File: src/rtl/ds1620_pkg.sv
// Shared constants for the DS1620 slave-side responder: command bytes,
// FSM state encodings and the default config register value.
package ds1620_pkg;

  localparam logic [7:0] CMD_READ_TEMP  = 8'hAA;
  localparam logic [7:0] CMD_READ_CFG   = 8'hAC;
  localparam logic [7:0] CMD_WRITE_CFG  = 8'h0C;
  localparam logic [7:0] CMD_START_CONV = 8'hEE;
  localparam logic [7:0] CMD_STOP_CONV  = 8'h22;

  localparam logic [7:0] CFG_RESET_VAL  = 8'h02;

  localparam logic [2:0] ST_IDLE   = 3'd0;
  localparam logic [2:0] ST_CMD    = 3'd1;
  localparam logic [2:0] ST_TX     = 3'd2;
  localparam logic [2:0] ST_RXDATA = 3'd3;
  localparam logic [2:0] ST_DONE   = 3'd4;

endpackage

File: src/rtl/ds_sync_edge.sv
// Multi-stage synchronizer for one asynchronous pin, followed by a one-cycle
// rise/fall detector on the synchronized level.
module ds_sync_edge #(
  parameter int STAGES = 2
) (
  input  logic clk,
  input  logic srst,
  input  logic d,
  output logic level,
  output logic rise,
  output logic fall
);

  logic [STAGES-1:0] sync_reg;
  logic [STAGES-1:0] sync_next;
  logic              prev_reg;

  assign sync_next[0] = d;

  genvar gi;
  generate
    for (gi = 1; gi < STAGES; gi++) begin : g_stage
      assign sync_next[gi] = sync_reg[gi-1];
    end
  endgenerate

  always_ff @(posedge clk) begin
    if (srst) begin
      sync_reg <= '0;
      prev_reg <= 1'b0;
    end else begin
      sync_reg <= sync_next;
      prev_reg <= sync_reg[STAGES-1];
    end
  end

  assign level = sync_reg[STAGES-1];
  assign rise  = level & ~prev_reg;
  assign fall  = ~level & prev_reg;

endmodule

File: src/rtl/ds1620_responder.sv
// DS1620 3-wire slave responder: LSB-first command receive, temperature/config
// readback, config write and conversion start/stop. Optional DS1620_PROTO_ERR_EN.
module ds1620_responder
  import ds1620_pkg::*;
#(
  parameter int         SYNC_STAGES = 2,
  parameter int         TEMP_BITS   = 9,
  parameter logic [7:0] CFG_RESET   = CFG_RESET_VAL
) (
  input  logic                 CLK_IN,
  input  logic                 CLR,
  input  logic                 DS_CLK,
  input  logic                 DS_RST,
  input  logic                 DQ_IN,
  output logic                 DQ_OUT,
  output logic                 DQ_OE,
  input  logic [TEMP_BITS-1:0] TEMP_SRC,
  output logic [7:0]           CFG,
  output logic                 CONV_ACTIVE,
  output logic [7:0]           CMD,
  output logic                 CMD_VALID,
  output logic                 PROTO_ERR
);

  localparam int SH_W  = (TEMP_BITS > 8) ? TEMP_BITS : 8;
  localparam int CNT_W = $clog2(SH_W + 1);

  // Pin index: 0 = DS_CLK, 1 = DS_RST, 2 = DQ_IN
  logic [2:0] pin_vec;
  logic [2:0] level_vec;
  logic [2:0] rise_vec;
  logic [2:0] fall_vec;

  assign pin_vec = {DQ_IN, DS_RST, DS_CLK};

  genvar gi;
  generate
    for (gi = 0; gi < 3; gi++) begin : g_sync
      ds_sync_edge #(.STAGES(SYNC_STAGES)) u_sync (
        .clk   (CLK_IN),
        .srst  (CLR),
        .d     (pin_vec[gi]),
        .level (level_vec[gi]),
        .rise  (rise_vec[gi]),
        .fall  (fall_vec[gi])
      );
    end
  endgenerate

  logic clk_rise, clk_fall, rst_lvl, rst_rise, dq_lvl;
  assign clk_rise = rise_vec[0];
  assign clk_fall = fall_vec[0];
  assign rst_lvl  = level_vec[1];
  assign rst_rise = rise_vec[1];
  assign dq_lvl   = level_vec[2];

  logic unused_edges;
  assign unused_edges = ^{fall_vec[1], rise_vec[2], fall_vec[2]};

  logic [2:0]       state_reg, state_next;
  logic [CNT_W-1:0] bit_cnt_reg, bit_cnt_next;
  logic [CNT_W-1:0] len_reg, len_next;
  logic [SH_W-1:0]  tx_sh_reg, tx_sh_next;
  logic [7:0]       rx_sh_reg, rx_sh_next;
  logic             dq_out_reg, dq_out_next;
  logic             dq_oe_reg, dq_oe_next;
  logic [7:0]       cfg_reg, cfg_next;
  logic             conv_reg, conv_next;
  logic [7:0]       cmd_reg, cmd_next;
  logic             cmd_valid_reg, cmd_valid_next;
  logic [7:0]       rx_byte;

  // New bits enter at the MSB so the first bit received ends up in bit 0.
  assign rx_byte = {dq_lvl, rx_sh_reg[7:1]};

  always_comb begin
    state_next     = state_reg;
    bit_cnt_next   = bit_cnt_reg;
    len_next       = len_reg;
    tx_sh_next     = tx_sh_reg;
    rx_sh_next     = rx_sh_reg;
    dq_out_next    = dq_out_reg;
    dq_oe_next     = dq_oe_reg;
    cfg_next       = cfg_reg;
    conv_next      = conv_reg;
    cmd_next       = cmd_reg;
    cmd_valid_next = 1'b0;

    // A low frame enable wins over any clock edge seen in the same cycle.
    if (!rst_lvl) begin
      state_next  = ST_IDLE;
      dq_oe_next  = 1'b0;
      dq_out_next = 1'b0;
    end else begin
      case (state_reg)
        ST_IDLE: begin
          if (rst_rise) begin
            state_next   = ST_CMD;
            bit_cnt_next = '0;
          end
        end
        ST_CMD: begin
          if (clk_rise) begin
            rx_sh_next   = rx_byte;
            bit_cnt_next = bit_cnt_reg + CNT_W'(1);
            if (bit_cnt_reg == CNT_W'(7)) begin
              cmd_next       = rx_byte;
              cmd_valid_next = 1'b1;
              bit_cnt_next   = '0;
              case (rx_byte)
                CMD_READ_TEMP: begin
                  state_next = ST_TX;
                  tx_sh_next = SH_W'(TEMP_SRC);
                  len_next   = CNT_W'(TEMP_BITS);
                end
                CMD_READ_CFG: begin
                  state_next = ST_TX;
                  tx_sh_next = SH_W'(cfg_reg);
                  len_next   = CNT_W'(8);
                end
                CMD_WRITE_CFG:  state_next = ST_RXDATA;
                CMD_START_CONV: begin
                  conv_next  = 1'b1;
                  state_next = ST_DONE;
                end
                CMD_STOP_CONV: begin
                  conv_next  = 1'b0;
                  state_next = ST_DONE;
                end
                default:        state_next = ST_DONE;
              endcase
            end
          end
        end
        ST_TX: begin
          if (clk_fall) begin
            dq_oe_next  = 1'b1;
            dq_out_next = tx_sh_reg[0];
            tx_sh_next  = tx_sh_reg >> 1;
          end else if (clk_rise) begin
            bit_cnt_next = bit_cnt_reg + CNT_W'(1);
            if (bit_cnt_reg == len_reg - CNT_W'(1)) begin
              state_next = ST_DONE;
            end
          end
        end
        ST_RXDATA: begin
          if (clk_rise) begin
            rx_sh_next   = rx_byte;
            bit_cnt_next = bit_cnt_reg + CNT_W'(1);
            if (bit_cnt_reg == CNT_W'(7)) begin
              cfg_next   = rx_byte;
              state_next = ST_DONE;
            end
          end
        end
        ST_DONE: begin
          // The last TX bit stays on the bus until the master's next falling edge.
          if (clk_fall) begin
            dq_oe_next  = 1'b0;
            dq_out_next = 1'b0;
          end
        end
        default: state_next = ST_IDLE;
      endcase
    end
  end

  always_ff @(posedge CLK_IN) begin
    if (CLR) begin
      state_reg     <= ST_IDLE;
      bit_cnt_reg   <= '0;
      len_reg       <= '0;
      tx_sh_reg     <= '0;
      rx_sh_reg     <= '0;
      dq_out_reg    <= 1'b0;
      dq_oe_reg     <= 1'b0;
      cfg_reg       <= CFG_RESET;
      conv_reg      <= 1'b0;
      cmd_reg       <= '0;
      cmd_valid_reg <= 1'b0;
    end else begin
      state_reg     <= state_next;
      bit_cnt_reg   <= bit_cnt_next;
      len_reg       <= len_next;
      tx_sh_reg     <= tx_sh_next;
      rx_sh_reg     <= rx_sh_next;
      dq_out_reg    <= dq_out_next;
      dq_oe_reg     <= dq_oe_next;
      cfg_reg       <= cfg_next;
      conv_reg      <= conv_next;
      cmd_reg       <= cmd_next;
      cmd_valid_reg <= cmd_valid_next;
    end
  end

`ifdef DS1620_PROTO_ERR_EN
  logic proto_err_reg;
  logic bad_cmd, frame_abort, stray_clk;

  assign bad_cmd     = cmd_valid_reg &&
                       (cmd_reg != CMD_READ_TEMP) && (cmd_reg != CMD_READ_CFG) &&
                       (cmd_reg != CMD_WRITE_CFG) && (cmd_reg != CMD_START_CONV) &&
                       (cmd_reg != CMD_STOP_CONV);
  assign frame_abort = !rst_lvl &&
                       ((state_reg == ST_CMD) || (state_reg == ST_TX) ||
                        (state_reg == ST_RXDATA));
  assign stray_clk   = clk_rise && !rst_lvl;

  always_ff @(posedge CLK_IN) begin
    if (CLR) begin
      proto_err_reg <= 1'b0;
    end else if (bad_cmd || frame_abort || stray_clk) begin
      proto_err_reg <= 1'b1;
    end
  end

  assign PROTO_ERR = proto_err_reg;
`else
  assign PROTO_ERR = 1'b0;
`endif

  assign DQ_OUT      = dq_out_reg;
  assign DQ_OE       = dq_oe_reg;
  assign CFG         = cfg_reg;
  assign CONV_ACTIVE = conv_reg;
  assign CMD         = cmd_reg;
  assign CMD_VALID   = cmd_valid_reg;

endmodule

File: config.mk
export PLATFORM = sky130hd
export DESIGN_NAME = ds1620_responder
export DESIGN_NICKNAME = d
export VERILOG_FILES = /design/src/rtl/ds1620_pkg.sv /design/src/rtl/ds_sync_edge.sv /design/src/rtl/ds1620_responder.sv
export SDC_FILE = /design/constraint.sdc
export NUM_CORES = 1
export LEC_CHECK = 0
export BUFFER_PORTS_ARGS = -buffer_cell sky130_fd_sc_hd__buf_2
export CORE_UTILIZATION = 60
export DETAILED_ROUTE_END_ITERATION = 8
export PLACE_DENSITY = 0.83
export SYNTH_ARGS = -nofsm -noshare
export SYNTH_HDL_FRONTEND = slang
export SYNTH_HIERARCHICAL = 1
export SYNTH_SLANG_ARGS = --single-unit
File: constraint.sdc
create_clock -name CLK_IN -period 3.82 [get_ports CLK_IN]
set_input_delay 0.382 -clock CLK_IN [delete_from_list [all_inputs] [get_ports CLK_IN]]
set_output_delay 0.382 -clock CLK_IN [all_outputs]
set_load 0.02 [all_outputs]
==> metrics.md, run 1 <==
| Metric | Value |
|---|---|
| Skew-Pair Late Insertion Delay | `about 0.31 ns` |
| Crit Path Class | `reg2reg` |
| Clk sinks | `between 50 and 60` |
| Share of layout cells above drive strength 1 | `15.41%` |
| PortBufs | `33` |
| First-pass GRT wire length | `just under 8 mm` |
| Root buffer selected by CTS | `clkbuf_8` |
| Startpoint Class | `flip-flop` |
| Fin. Hold Viols | `0` |
| CTS tree | `yes` |
| Layout area overhead | `9.534%` |
| Max-Cap Viols | `0` |
| Hold Path Class | `in2reg` |
| Final slew viol count | `0` |
| Crit Reg-Reg Startpoint | `rx_sh_reg[4]$_SDFFE_PP0P_` |
| Num ports | `35` |
| Largest net degree at the start of global routing | `50` |
| Number of DRC markers in iteration 0 | `approximately 130` |
| Worst EP arrival | `~2.8 ns` |
| GRT Overall Usage | `a little under a quarter` |
| Yosys warning count | `6` |
| Global placement routability congestion | `0.9036` |
| Setup ws final | `about 1.3 ns` |
| Worst slew margin | `between 30 and 40%` |
| Avg Vias per Cell | `between 5 and 6` |
| Clock power frac | `about a third` |
| Initial antenna violation count | `0` |
| Post-DP HPWL | `about 3.3 mm` |
| Crit-path cells | `or4b_4 > nor3_2 > mux2i_1 > a211o_1 > a21oi_1` |
| Number of global-route vias before repair | `approximately 1800` |
| Crit share post-route | `about two thirds` |
| Setup_tns | `0 ns` |
| Worst-margin pin slew | `approximately 0.94 ns` |
| DRC errors left | `0` |
| Area of the multi-input gates | `approximately 1200 um^2` |
| Avg Cell Area, Syn | `~8.1 um^2` |
| Post-CTS Setup Bufs | `0` |
| Fmax | `approximately 0.40 GHz` |
| Status | `complete, no violations` |
| Max VDD drop | `213.0 uV` |
| Clk slew on worst S/H paths | `0.09 ns` |
| Resized Gates After CTS | `0` |
| Period minus WS final | `roughly 2.5 ns` |
| Final ANT Viol Nets | `0` |
| CP Max Fanout | `10` |
| # diodes | `0` |
| Combinational share of power | `3.0%` |
| Switching power | `~0.19 mW` |
| Flop pwr share | `between 60% and 70%` |
| CP startpoint | `rx_sh_reg[4]$_SDFFE_PP0P_` |
| Synth Net Count | `309` |
| Hold path start | `DQ_IN` |
| Core area | `about 3700 um^2` |
| Pre-antenna DRT Iters | `4` |
| H-tree depth | `2` |
| Max Clock Skew | `0.004774 ns` |
| Routed WL | `roughly 4.7 mm` |
| Nets | `~330` |
| Rows | `22` |
| CP peak stage delay | `between 0.7 and 0.8 ns` |
| Hold buffer count at CTS | `0` |
| CP max-delay cell | `nor3_2` |
| Internal power | `a little under 0.7 mW` |
| Die height | `65.10 um` |
| RSZ-0062 raised after global routing | `no` |
| DP Worst Slack | `between 1 and 1.5 ns` |
| Drt wl/cell | `around 13 um` |
| Final setup violation count | `0` |
| Largest register FFs | `9` |
| Clk buf depth | `2` |
| Mapped Area | `between 2000 and 2500 um^2` |
| Pwr/cell area | `approximately 340 nW/um^2` |
| Sw Share | `between 20% and 30%` |
| CP endpoint kind | `flip-flop` |
| Die Wd | `roughly 65 um` |
| Synth Instances | `between 200 and 300` |
| Worst Path Required | `about 4 ns` |
| Fin area | `between 2000 and 3000 um^2` |
| Leak | `0.9732 nW` |
| Total area of sequential cells | `1061 um^2` |
| Total congestion overflow | `0` |
| Via count | `~2000` |
| Placed Area | `~2500 um^2` |
| Total CTS buffers | `5` |
| DIE AREA | `~4200 um^2` |
| FILL cells | `~330` |
| Starting Density | `roughly 64%` |
[metal layers]
layer	wire length [um]	part of all wire (%)	global-route usage, %
met3	219	4.6	4.688
met5	0	0	0
met1	2276	48	31.68
met2	2148	46	39.06
met4	66	1.4	8.424
[cell usage in the layout (no fill, tap or decap), drive strengths merged, types with 2 or more instances in the layout]
cell type,instances
dfxtp,53
nor2,21
or4b,2
nor4,4
clkbuf,6
a21oi,46
inv,3
o21ai,2
nor3,5
nand2,66
nand3b,3
nor2b,14
and4,2
clkinv,2
or3,3
a211oi,2
nand4b,2
nand3,8
a211o,8
buf,34
xnor2,2
nand2b,9
mux2i,9
[worst max-delay path, delay by kind of cell (launching register included)]
kind	cells	cell delay, ns
compound gates	2	0.48
mux	1	0.21
flops	1	0.45
simple gates	2	1.30
[metrics by stage]
| stage | instances | power [mW] | hold slack [ns] | util (%) |
|---|---|---|---|---|
| 6_report | 366 | 0.8831 | 0.2826 | 69.89 |
| 5_1_grt | 366 | 0.9127 | 0.2861 | 69.89 |
| 4_1_cts | 366 | 0.8881 | 0.2822 | 69.89 |
| 3_5_place_dp | 358 | 0.5974 | 0.4289 | 67.68 |
| 3_3_place_gp | 358 | 0.5970 | 0.4173 | 67.68 |
| 2_1_floorplan | 294 | 0.5877 | 0.4138 | - |
[path summary, 6_finish.rpt]
check	depth (start not counted)	endpoint	slack [ns]
hold / removal	2	g_sync[2].u_sync/sync_reg[0]$_SDFF_PP0_	0.28
setup reg to reg	5	tx_sh_reg[0]$_SDFFE_PP0P_	1.31
hold reg to reg	1	g_sync[0].u_sync/sync_reg[1]$_SDFF_PP0_	0.44
setup / recovery	5	tx_sh_reg[0]$_SDFFE_PP0P_	1.31
[final cells by class]
type | count | share of cell area, %
well taps | 48 | 2.296
inverters | 3 | 0.4304
repair buffers | 34 | 6.600
clock inverters | 2 | 0.3826
clock buffers | 6 | 2.774
flip-flops and latches | 53 | 40.55
multi-input cells | 220 | 46.96
[power groups by stage]
stage | registers (mW) | logic (mW) | clock network, mW
after floorplan | 0.570 | 0.0174 | 0
after global placement | 0.571 | 0.0261 | 0
after detailed placement | 0.571 | 0.0264 | 0
after CTS | 0.558 | 0.0266 | 0.304
after global routing | 0.559 | 0.0293 | 0.325
final | 0.558 | 0.0266 | 0.299
Power figures use the tool's default switching activity.
==> run 2, diff against run 1 <==
Settings changed: ABC_AREA set to 1, CORE_UTILIZATION 60 to 51, PLACE_DENSITY 0.83 to 0.75.
Clock period 3.82 ns to 2.05 ns, I/O delays scaled along.
==> metrics.md, run 2 <==
| Metric | Value |
|---|---|
| Drt wl/cell | `between 10 and 15 um` |
| Startpoint Class | `flip-flop` |
| Final ANT Viol Nets | `0` |
| WHS Path Cells | `3` |
| Crit path buffers/inverters | `0` |
| FILL cells | `between 400 and 500` |
| Via count | `between 2000 and 2500` |
| Layout area overhead | `12.28%` |
| Mapped Area | `between 2000 and 3000 um^2` |
| Max-Cap Viols | `0` |
| Global placement routability congestion | `between 0.8 and 0.9` |
| Period minus WS final | `approximately 1.7 ns` |
| RR Endpoint | `CONV_ACTIVE$_SDFFE_PP0P_` |
| Hold path start | `DQ_IN` |
| Pre-antenna DRT Iters | `4` |
| Most frequent cells in the layout | `nand2_1 (71), inv_1 (58), dfxtp_1 (53), nor2_1 (47), o21ai_0 (35)` |
| H-tree depth | `2` |
| Number of DRC markers in iteration 0 | `about 200` |
| Setup_tns | `0 ns` |
| Status | `complete, no violations` |
| Reg-to-reg slack, setup | `approximately 0.3 ns` |
| Synth Instances | `about 370` |
| Fin. Hold Viols | `0` |
| Core area | `4723 um^2` |
| Skew-Pair Late Insertion Delay | `~0.3 ns` |
| Hold buffer count at CTS | `0` |
| First-pass GRT wire length | `8.887 mm` |
| Root buffer selected by CTS | `clkbuf_8` |
| Largest register FFs | `9` |
| Final core utilization | `about three fifths` |
| Commonest non-fill, non-tap cell in the layout | `nand2_1` |
| Max Clock Skew | `approximately 0.0057 ns` |
| Routed WL | `5.171 mm` |
| Yosys warning count | `6` |
| Avg Vias per Cell | `between 4 and 5` |
| CP peak stage delay | `roughly 0.4 ns` |
| Stages on worst setup path | `8` |
| DIE AREA | `5221 um^2` |
| Hold Path Sink | `g_sync[2].u_sync/sync_reg[0]$_SDFF_PP0_` |
| GRT Overall Usage | `approximately 21%` |
| Pwr/cell area | `between 600 and 700 nW/um^2` |
| CP max-delay cell | `dfxtp_1` |
| CP Max Fanout | `19` |
| GR peak layer | `met2` |
| Met1 usage in global routing | `about 29%` |
| Worst EP arrival | `1.95 ns` |
| Leak | `1.349 nW` |
| Total congestion overflow | `0` |
| Crit Path Class | `reg2reg` |
| Non-Filler Instances | `between 400 and 500` |
| Die height | `roughly 72 um` |
| GR Layer Usage met3 | `4.583%` |
| Crit-path cells | `ha_1 > nand2_1 > nor2_2 > nand3_2 > nor2_4 > nand3_1 > o21ai_0 > nor2_1` |
| Nets | `roughly 420` |
| Initial antenna violation count | `0` |
| Die Wd | `between 70 and 80 um` |
| Number of global-route vias before repair | `slightly above 2000` |
| Hold Path Class | `in2reg` |
| Rows | `25` |
| Final setup violation count | `0` |
| Post-CTS Setup Bufs | `0` |
| Final slew viol count | `0` |
| Post-DP HPWL | `roughly 3.7 mm` |
| Num ports | `35` |
| Largest delay share family, worst path | `simple AND/OR/NAND/NOR gates` |
| Avg Cell Area, Syn | `between 6 and 7 um^2` |
| PortBufs | `33` |
| Clk sinks | `53` |
| # diodes | `0` |
| Clk slew on worst S/H paths | `around 0.090 ns` |
| Share of layout cells above drive strength 1 | `15.46%` |
| Fmax | `between 0.5 and 0.6 GHz` |
| RSZ-0062 raised after global routing | `no` |
| R2R cell count | `8` |
| Resized Gates After CTS | `0` |
| Synth Net Count | `around 380` |
| Placed insts | `~460` |
| Max VDD drop | `approximately 420 uV` |
| Total CTS buffers | `5` |
| Crit share post-route | `between 80% and 90%` |
| CTS tree | `yes` |
| Setup ws final | `slightly above 0.3 ns` |
| DP Worst Slack | `0.3417 ns` |
| Crit Reg-Reg Startpoint | `bit_cnt_reg[0]$_SDFFE_PP0P_` |
| Design Power | `between 1.5 and 2 mW` |
| Starting Density | `approximately 53%` |
| Clk buf depth | `2` |
| Met2 GRT Util | `35.20%` |
| Worst Path Required | `2.25 ns` |
| DRC errors left | `0` |
| CP endpoint kind | `flip-flop` |
| Largest net degree at the start of global routing | `32` |
[run 2: cell types whose count changed in the layout (fill, tap and decap cells not counted), sizes merged, moves of 3 or more]
| cell | change |
|---|---|
| a211o | -8 |
| a21oi | -14 |
| buf | +3 |
| inv | +59 |
| mux2i | -9 |
| nand2 | +11 |
| nand2b | -9 |
| nand3 | +24 |
| nor2 | +31 |
| nor2b | -14 |
| nor3 | -3 |
| nor4 | -3 |
| o21ai | +35 |
| or3 | -3 |
[run 2: stage by stage]
step	hold WS (ns)	instance area [um^2]
after global routing	0.09551	2826
after detailed placement	0.3921	2719
after global placement	0.3896	2719
after CTS	0.09001	2826
final	0.1005	2826
after floorplan	0.2741	2517
[run 2: cell type report]
class	instances	area (um^2)	share of cell area, %
timing repair buffer	37	195.2	6.906
clock buffer	5	68.82	2.435
inverter	61	229.0	8.101
multi-input combinational	243	1150	40.68
sequential	53	1061	37.54
clock inverter	2	38.79	1.372
tap	67	83.83	2.966
[run 2: metal layers]
metal  wire length, um  vias up
met3               245        8
met2              2333       62
li1                  -     1223
met1              2532      998
met4                59        0
met5                 0        -
[run 2: report_power, final]
group | internal (mW) | total, mW | leakage (nW) | switching (mW)
Combinational | 0.0321 | 0.0869 | 0.866 | 0.0548
Clock | 0.362 | 0.701 | 0.0546 | 0.339
Sequential | 1.04 | 1.04 | 0.428 | 0.00443
[run 2: tightest hold or removal path, stage by stage]
cell,delay (ns)
buf_2,0.09
inv_1,0.04
nor2_1,0.03
[run 2: how the worst max path moves through the flow]
| stage | slack, ns | start | endpoint |
|---|---|---|---|
| final | 0.31 | bit_cnt_reg[0]$_SDFFE_PP0P_ | CONV_ACTIVE$_SDFFE_PP0P_ |
| after CTS | 0.33 | bit_cnt_reg[0]$_SDFFE_PP0P_ | CONV_ACTIVE$_SDFFE_PP0P_ |
| after floorplan | 0.54 | bit_cnt_reg[0]$_SDFFE_PP0P_ | CFG[2]$_SDFFE_PP0P_ |
| after detailed placement | 0.34 | bit_cnt_reg[0]$_SDFFE_PP0P_ | CONV_ACTIVE$_SDFFE_PP0P_ |
| after global placement | 0.42 | bit_cnt_reg[0]$_SDFFE_PP0P_ | CFG[5]$_SDFFE_PP0P_ |
| after global routing | 0.10 | bit_cnt_reg[0]$_SDFFE_PP0P_ | CONV_ACTIVE$_SDFFE_PP0P_ |
